File: src/rtl/p_emap_pack_8.sv
// p_emap_pack_8: packs index-tagged scalar elements into no_of_units-wide gather-memory lines.
// Define P_EMAP_PACK_WMASK_EN to add a write_mask output (MS bit = lane 0) for lane-merging memories.
module p_emap_pack_8 #(
    parameter int                       no_of_units   = 8,
    parameter int                       element_width = 64,
    parameter int                       address_width = 32,
    parameter logic [address_width-1:0] base_address  = '0
) (
    input  logic                                 clk,
    input  logic                                 rst_n,
    input  logic                                 in_valid,
    output logic                                 in_ready,
    input  logic [address_width-1:0]             in_index,
    input  logic [element_width-1:0]             in_data,
    input  logic                                 flush,
    output logic                                 write_enable,
    output logic [address_width-1:0]             write_address,
    output logic [no_of_units*element_width-1:0] input_data,
`ifdef P_EMAP_PACK_WMASK_EN
    output logic [no_of_units-1:0]               write_mask,
`endif
    output logic                                 flush_done,
    output logic [31:0]                          lines_written
);

    localparam int LW = (no_of_units > 1) ? $clog2(no_of_units) : 1;
    localparam int DW = no_of_units * element_width;

    typedef enum logic [1:0] {IDLE, FILL, FLUSH} state_t;

    state_t                   r_state, w_stateNext;
    logic [DW-1:0]            r_buf, w_nextBuf;
    logic [no_of_units-1:0]   r_mask, w_nextMask;
    logic [address_width-1:0] r_line, w_nextLine;
    logic                     r_inReady;
    logic                     r_flushDone, w_doneNext;
    logic                     r_we;
    logic [address_width-1:0] r_addr;
    logic [DW-1:0]            r_data;
    logic [31:0]              r_lines;
`ifdef P_EMAP_PACK_WMASK_EN
    logic [no_of_units-1:0]   r_wmask;
`endif

    logic                     w_accept, w_idxValid, w_flushReq;
    logic [address_width-1:0] w_line;
    logic [LW-1:0]            w_lane;
    logic [DW-1:0]            w_placed, w_merged, w_keep;
    logic [no_of_units-1:0]   w_laneBit, w_mergedMask;
    logic                     w_wr;
    logic [DW-1:0]            w_wrData;
    logic [no_of_units-1:0]   w_wrMask;
    logic [address_width-1:0] w_wrLine;

    assign w_accept   = in_valid && r_inReady;
    assign w_idxValid = (in_index != '1);
    assign w_line     = in_index / address_width'(no_of_units);
    assign w_lane     = LW'(in_index % address_width'(no_of_units));
    assign w_flushReq = (r_state != FLUSH) ? flush : !r_flushDone;

    // Lane 0 is the MS slice of a line (and the MS bit of a lane mask), matching the gather side.
    always_comb begin
        w_placed  = '0;
        w_merged  = r_buf;
        w_laneBit = '0;
        for (int k = 0; k < no_of_units; k++) begin
            if (int'(w_lane) == k) begin
                w_placed[(no_of_units-k)*element_width-1 -: element_width] = in_data;
                w_merged[(no_of_units-k)*element_width-1 -: element_width] = in_data;
                w_laneBit[no_of_units-1-k] = 1'b1;
            end
        end
        w_mergedMask = r_mask | w_laneBit;
    end

    always_comb begin
        w_nextBuf   = r_buf;
        w_nextMask  = r_mask;
        w_nextLine  = r_line;
        w_wr        = 1'b0;
        w_wrData    = r_buf;
        w_wrMask    = r_mask;
        w_wrLine    = r_line;
        w_stateNext = r_state;
        w_doneNext  = 1'b0;

        if (w_accept && w_idxValid) begin
            if (r_mask != '0 && w_line != r_line) begin
                w_wr       = 1'b1;
                w_nextBuf  = w_placed;
                w_nextMask = w_laneBit;
                w_nextLine = w_line;
            end else if (w_mergedMask == '1) begin
                w_wr       = 1'b1;
                w_wrData   = w_merged;
                w_wrMask   = '1;
                w_wrLine   = w_line;
                w_nextBuf  = '0;
                w_nextMask = '0;
            end else begin
                w_nextBuf  = w_merged;
                w_nextMask = w_mergedMask;
                w_nextLine = w_line;
            end
        end

        // A flush keeps draining one line per cycle; done is only raised on a cycle with no write.
        if (w_flushReq) begin
            w_stateNext = FLUSH;
            if (w_nextMask != '0) begin
                if (!w_wr) begin
                    w_wr       = 1'b1;
                    w_wrData   = w_nextBuf;
                    w_wrMask   = w_nextMask;
                    w_wrLine   = w_nextLine;
                    w_nextBuf  = '0;
                    w_nextMask = '0;
                end
            end else if (!w_wr) begin
                w_doneNext = 1'b1;
            end
        end else if (r_state == FLUSH) begin
            w_stateNext = IDLE;
        end else if (w_accept) begin
            w_stateNext = FILL;
        end
    end

    always_comb begin
        w_keep = '0;
        for (int k = 0; k < no_of_units; k++) begin
            w_keep[(no_of_units-k)*element_width-1 -: element_width] = {element_width{w_wrMask[no_of_units-1-k]}};
        end
    end

    always_ff @(posedge clk) begin
        if (!rst_n) begin
            r_state     <= IDLE;
            r_buf       <= '0;
            r_mask      <= '0;
            r_line      <= '0;
            r_inReady   <= 1'b0;
            r_flushDone <= 1'b0;
            r_we        <= 1'b0;
            r_addr      <= '0;
            r_data      <= '0;
            r_lines     <= '0;
`ifdef P_EMAP_PACK_WMASK_EN
            r_wmask     <= '0;
`endif
        end else begin
            r_state     <= w_stateNext;
            r_buf       <= w_nextBuf;
            r_mask      <= w_nextMask;
            r_line      <= w_nextLine;
            r_inReady   <= (w_stateNext != FLUSH);
            r_flushDone <= w_doneNext;
            r_we        <= w_wr;
            if (w_wr) begin
                r_addr  <= base_address + w_wrLine;
                r_data  <= w_wrData & w_keep;
`ifdef P_EMAP_PACK_WMASK_EN
                r_wmask <= w_wrMask;
`endif
            end
            if (r_flushDone) begin
                r_lines <= '0;
            end else if (w_wr) begin
                r_lines <= r_lines + 32'd1;
            end
        end
    end

    assign in_ready      = r_inReady;
    assign write_enable  = r_we;
    assign write_address = r_addr;
    assign input_data    = r_data;
    assign flush_done    = r_flushDone;
    assign lines_written = r_lines;
`ifdef P_EMAP_PACK_WMASK_EN
    assign write_mask    = r_wmask;
`endif

endmodule

File: config.mk
export PLATFORM = sky130hd
export DESIGN_NAME = p_emap_pack_8
export DESIGN_NICKNAME = d
export VERILOG_FILES = /design/src/rtl/p_emap_pack_8.sv
export SDC_FILE = /design/constraint.sdc
export NUM_CORES = 2
export LEC_CHECK = 0
export ABC_AREA = 1
export CAP_MARGIN = 0
export CORE_ASPECT_RATIO = 1.25
export CORE_UTILIZATION = 29
export CTS_CLUSTER_SIZE = 28
export DETAILED_ROUTE_END_ITERATION = 6
export GPL_TIMING_DRIVEN = 0
export PLACE_DENSITY = 0.46
export REMOVE_ABC_BUFFERS = 1
export SLEW_MARGIN = 20
export SYNTH_ARGS = -nofsm -noshare
export SYNTH_HDL_FRONTEND = slang
export SYNTH_SLANG_ARGS = --single-unit
File: constraint.sdc
create_clock -name clk -period 3.1 [get_ports clk]
set_input_delay 0.62 -clock clk [delete_from_list [all_inputs] [get_ports clk]]
set_output_delay 0.62 -clock clk [all_outputs]
set_load 0.02 [all_outputs]
=== Yosys cells after proc, flatten, opt, wreduce, memory -nomap -nowiden ===
Cells that the tools add are included.

* Add/subtract/negate cells: 1
* $mul: 0
* Div/mod/pow operators: 0
* $lt $le $gt $ge: 0
* Equality and inequality tests: 13
* Shifts and indexed selects: 0
* Mux-type cells: 67
* Bitwise gates (word level): 4
* Reductions and logical operators: 9

{| class="wikitable"
|+ Operators with widths
! cell !! number
|-
| $mux W512 || 12
|-
| $mux W64 || 16
|-
| $and A512 B512 Y512 || 1
|-
| $mux W32 || 9
|-
| $mux W8 || 12
|-
| $add A32 B1 Y32 const B || 1
|-
| $ne A29 B32 Y1 || 1
|-
| $ne A32 B32 Y1 const B || 1
|-
| $reduce_bool A8 Y1 || 2
|-
| $mux W1 || 15
|-
| $eq A3 B3 Y1 const B || 4
|-
| $eq A8 B8 Y1 const B || 1
|-
| $or A8 B8 Y8 || 1
|-
| $eq A3 B2 Y1 const B || 2
|-
| $mux W2 || 3
|-
| $ne A2 B2 Y1 const B || 2
|-
| $eq A3 B1 Y1 const B || 1
|-
| $logic_and A1 B1 Y1 || 3
|-
| $logic_not A3 Y1 || 1
|-
| $reduce_or A3 Y1 || 1
|-
| $eq A2 B2 Y1 const B || 1
|-
| $not A1 Y1 || 2
|-
| $reduce_or A2 Y1 || 1
|-
| $logic_not A1 Y1 || 1
|}

* Bits in registers: 1,133
* Latch bits: 0
* Memory bits (writable): 0
* ROM bits: 0
* Input bits: 100
* Output and inout port bits: 579
* Logic and storage cells: 104
* Memories: 0

=== Depth between registers and ports, before layout ===
* Depth after elaboration: 11
* Depth in mapped cells: 24
* Depth with buffers taken out: 21

=== Worst setup path after synthesis ===
Ideal clock, no wire load.

* Path kind: input -> register
* Start: input in_index[10]
* End: register r_data[429], in the netlist input_data[429]
* Library setup time: 0.143 ns
* Arrival: 2.771 ns
* Required time: 2.957 ns
* Setup slack: 0.186 ns
* Stages: 19
* Path buffers: 5
* Cells stage by stage: xnor2_1 > nand2_1 > nor2_1 > nand2_1 > nor2_1 > nand2_1 > nand2_1 > buf_4 > buf_2 > buf_2 > buf_2 > clkbuf_1 > nand4_1 > nand3_1 > nand3_1 > nand2_1 > a21oi_1 > nand2_1 > a21oi_2

* Longest elaborated chain between the ends: 8
* Elaborated cells between the ends (all ways): 24
* Those cells by class: eq/ne: 2; mux: 18; bitwise: 1; reduce/logical: 3

{| class="wikitable"
|+ Ends and longest elaborated chain
! item !! line !! text
|-
| from (decl) || 13 || <nowiki>input logic [address_width-1:0] in_index,</nowiki>
|-
| $ne A29 B32 Y1 || 88 || <nowiki>if (r_mask != '0 && w_line != r_line) begin</nowiki>
|-
| $logic_and A1 B1 Y1 || 88 ||
|-
| $mux W8 (tied with other cells) || 88 ||
|-
| $mux W8 (tied with other cells) || 87 || <nowiki>if (w_accept && w_idxValid) begin</nowiki>
|-
| $reduce_bool A8 Y1 (tied with other cells) || 110 || <nowiki>if (w_nextMask != '0) begin</nowiki>
|-
| $mux W512 / $mux W8 (equally long branches) || 110 ||
|-
| $mux W512 / $mux W8 (equally long branches) || 108 || <nowiki>if (w_flushReq) begin</nowiki>
|-
| $and A512 B512 Y512 || 161 || <nowiki>r_data <= w_wrData & w_keep;</nowiki>
|-
| to (signal assigned) || 161 ||
|-
| to (decl) || 39 || <nowiki>logic [DW-1:0] r_data;</nowiki>
|}

Several ways; a longest one is shown, not always the timed one.
A chain may end at the register's enable or synchronous reset.

=== Worst setup path after layout ===
* Start: register r_mask[4]
* End: register r_data[17], in the netlist input_data[17]

* Longest elaborated chain between the ends: 9
* Elaborated cells between the ends (all ways): 29
* Those cells by class: eq/ne: 1; mux: 23; bitwise: 2; reduce/logical: 3

{| class="wikitable"
|+ Ends and longest elaborated chain
! item !! line !! text
|-
| from (decl) || 33 || <nowiki>logic [no_of_units-1:0] r_mask, w_nextMask;</nowiki>
|-
| from (signal assigned) || 154 || <nowiki>r_mask <= w_nextMask;</nowiki>
|-
| $or A8 B8 Y8 || 73 || <nowiki>w_mergedMask = r_mask | w_laneBit;</nowiki>
|-
| $eq A8 B8 Y1 || 93 || <nowiki>end else if (w_mergedMask == '1) begin</nowiki>
|-
| $mux W8 (tied with other cells) || 93 ||
|-
| $mux W8 (tied with other cells) || 88 ||
|-
| $mux W8 (tied with other cells) || 87 ||
|-
| $reduce_bool A8 Y1 (tied with other cells) || 110 ||
|-
| $mux W512 / $mux W8 (equally long branches) || 110 ||
|-
| $mux W512 / $mux W8 (equally long branches) || 108 ||
|-
| $and A512 B512 Y512 || 161 ||
|}

Several ways; a longest one is shown, not always the timed one.

==> impl_metrics.env <==
export IMPL_drv_slew=0
export IMPL_area_growth_syn_to_layout_pct=37.4
export IMPL_worst_setup_path_type="reg -> reg"
export IMPL_post_synth_inst_count=14600
export IMPL_synth_enable_flop_cells=0
export IMPL_largest_net_degree_at_the_start_of_global_routing=99
export IMPL_fin_setup_tns_ns=-269.79
export IMPL_fin_crit_sh_pct=114
export IMPL_timing_worst_slew_pin_value_ns=1.20
export IMPL_worst_slack_ns=-0.431
export IMPL_route_vias_total=105000
export IMPL_peakVddDrop_v=0.000402
export IMPL_synth_warning_count=0
export IMPL_num_fill_cells=31100
export IMPL_core_rowCount=223
export IMPL_postPlaceCellArea_um2=99300
export IMPL_unrepaired_setup_endpoints_after_global_routing="true"
export IMPL_post_synth_instance_area_um2=86100
export IMPL_hp_class="in -> reg"
export IMPL_preCtsSetupSlack_ns=-5.97
export IMPL_worstPathRequired_ns=3.79
export IMPL_failed_checks="DRC, setup timing"
export IMPL_clockBufferDepth=4
export IMPL_asyncSetResetFlopFracSynth_pct=0
export IMPL_grt_antenna_before_repair=30
export IMPL_power_leakage_nw=49.3
export IMPL_die_area_um2=299000
export IMPL_cellPowerDensity_nw_per_um2=412
export IMPL_die_span_in_x_um=489
export IMPL_cell_repeated_most_along_the_worst_path="buf_16"
export IMPL_final_cell_count_no_fill=19000
export IMPL_tritoncts="yes"
export IMPL_run_status="finished with violations"
export IMPL_multi_input_area_um2=57500
export IMPL_wire_length_of_the_first_global_routing_pass_um=669000
export IMPL_synth_distinct_cells=40
export IMPL_clock_root_buffer="clkbuf_16"
export IMPL_drt_pre_antenna_iters=7
export IMPL_cts_htree_levels=4
export IMPL_post_synth_top_area_cell="dfxtp_1"
export IMPL_cts_hold_repair_buffers=0
export IMPL_final_setup_skew_ns=0.0684
export IMPL_slowest_stage_delay_cp_ns=0.47
export IMPL_final_setup_viol_count=1065
export IMPL_ys_top_cells_by_area="dfxtp_1 26%, nand2_1 21%, nand3_1 13%"
export IMPL_core_area_um2=295000
export IMPL_gpl_final_weighted_congestion=0.778
export IMPL_route_antenna_remaining_nets=0
export IMPL_post_route_cell_area_um2=118000
export IMPL_dominantRegCellSynth="dfxtp_1"
export IMPL_via_per_inst=5.50
export IMPL_utilization_pct=40.1
export IMPL_crit_path_top_delay_cell="nor4_1"
export IMPL_ys_seq_area_share_pct=26.3
export IMPL_cp_start_kind="register"
export IMPL_cp_end_kind="register"
export IMPL_die_height_um=611
export IMPL_place_inst=18200
export IMPL_initial_utilization_pct=29.2
export IMPL_cp_max_fo=7
export IMPL_route_detailed_drc=1
export IMPL_first_global_vias=95200
export IMPL_timing_critical_path_arrival_ns=4.23
export IMPL_design_portCount=679
export IMPL_numPortBuffers=678
export IMPL_fin_hold_ws_ns=0.159
export IMPL_clk_transition_reported_paths_ns=0.07
export IMPL_synth_area_per_cell_um2=5.92
export IMPL_ys_seq_elements=1133
export IMPL_path_cells="nor4_1 -> nand2_2 -> buf_4 -> nand3_1 -> nand2_2 -> a21oi_4 -> nand2_2 -> nor2_4 -> nand2_8 -> nand2_8 -> buf_16 -> nand2_8 -> buf_16 -> buf_16 -> buf_16 -> buf_12 -> buf_12 -> buf_16 -> nand2_4 -> a21oi_2"
export IMPL_max_cap_violations=0
export IMPL_wirelength_um=495000
export IMPL_worst_slew_margin_rel_pct=20.1
export IMPL_fmaxAchievable_ghz=0.283
export IMPL_timing_final_crit_period_ns=3.53
export IMPL_numCtsBuffers=157
export IMPL_layout_cells_sized_above_1_pct=17.6
export IMPL_worst_skew_pair_late_latency_ns=0.88
export IMPL_area_share_of_the_leading_cell_type_in_the_synthesized_netlist_pct=26.3
export IMPL_wire_per_inst_um=26.0
export IMPL_finalHoldViolations=0
export IMPL_gr_usage_all_layers_pct=29.9
export IMPL_register_area_um2=22700
export IMPL_clock_sinks=1133
export IMPL_fin_nets=15100
export IMPL_global_route_overflow_total=0
export IMPL_total_half_perimeter_wirelength_after_legalization_and_detailed_placement_um=237000
export IMPL_total_power_mw=48.7
export IMPL_drt_iter0_drc=11800
worst max-delay path, delay by kind of cell, from the launching register on:
kind / cells / cell delay, ns
AO/OA/AOI/OAI: 2 / 0.22
buffers and inverters: 8 / 1.22
flip-flops: 1 / 0.33
AND/OR/NAND/NOR: 10 / 1.51
where the power goes:
group / internal [mW] / switching (mW)
Sequential: 15.1 / 0.277
Clock: 11.5 / 8.31
Combinational: 5.00 / 8.54
path summary, 6_finish.rpt:
path                                      start                end  slack, ns  cells past startpoint
worst min-delay path               in_index[25]  write_address[22]       0.16                      3
worst min register to register  input_data[338]    input_data[338]       0.47                      2
worst max register to register        r_mask[4]     input_data[17]      -0.43                     20
worst max-delay path                  r_mask[4]     input_data[17]      -0.43                     20
cell usage after synthesis (11+ instances only):
master / instances
clkbuf_1: 782
nand4_1: 475
nor2_1: 1522
buf_12: 55
buf_2: 241
nand3_1: 2232
nand2_1: 4836
nor3_1: 21
buf_4: 54
o21ai_0: 105
xor2_1: 26
a21oi_2: 503
xnor2_1: 20
inv_2: 13
o211ai_1: 11
inv_1: 804
and2_1: 15
dfxtp_1: 1133
nor4_1: 17
buf_1: 123
a21oi_1: 1014
nand3_2: 500
nand3b_1: 20
layout make-up:
type / count / share of cell area (%)
clock buffer: 218 / 3.84
tap: 3937 / 4.16
inverter: 818 / 2.71
clock inverter: 62 / 0.648
timing repair buffer: 1489 / 20.7
multi-input combinational: 11400 / 48.6
antenna: 16 / 0.0338
timing repair inverter: 7 / 0.0656
sequential: 1133 / 19.2
registers in the layout (all words and copies together), names as in the netlist:
register,flops
r_buf,512
r_state,2
flush_done,1
lines_written,32
write_enable,1
input_data,512
r_mask,8
write_address,32
in_ready,1
r_line,32
layer usage:
layer  share of wire (%)  GRT usage, %
met5               0.025             0
met4                 5.1          12.7
met3                 9.3          4.92
met2                  44          47.3
met1                  42          39.8
what timing repair did:
item | CTS | global route
endpoints found under the hold margin | 0 | 0
buffers inserted | 165 | 120
gates resized for setup | 459 | 574
gates cloned | 178 | 105
setup endpoints to repair | 1107 | 1097
pin swaps | 62 | 79
layout by cell type, fill, tap and decap left out, types with 10 or more instances in the layout:
cell type,n
bufbuf_16,89
o21ai_0,102
nor2_1,1475
buf_12,102
nor4_1,17
nor2_2,36
nand2_8,58
buf_8,16
nor2_4,15
nand3_2,509
xor2_1,26
inv_1,798
clkbuf_1,25
a21oi_4,25
a21oi_2,603
clkbuf_16,242
clkinvlp_4,11
nand4_1,475
nand2_1,4528
buf_6,34
bufinv_16,15
nand2_4,122
buf_16,323
inv_2,10
dlygate4sd2_1,24
dfxtp_1,1111
nand2_2,147
nor3_1,18
o211ai_1,11
dfxtp_2,21
clkdlybuf4s50_1,646
xnor2_1,15
nand3b_1,20
nand3_1,2222
and2_1,15
a21oi_1,889
clkbuf_8,34
clkinv_2,30
diode_2,16
buf_4,167
kinds of logic after synthesis:
kind of cell	synth area share, %
xor gates and xnor gates	0.468
and+or+nand+nor	50.6
adders and majority gates	0.0145
AOI/OAI and AO/OA	11.9
DFF	26.3
buffers and inverters	10.7
(Power assumes the default switching activity.)
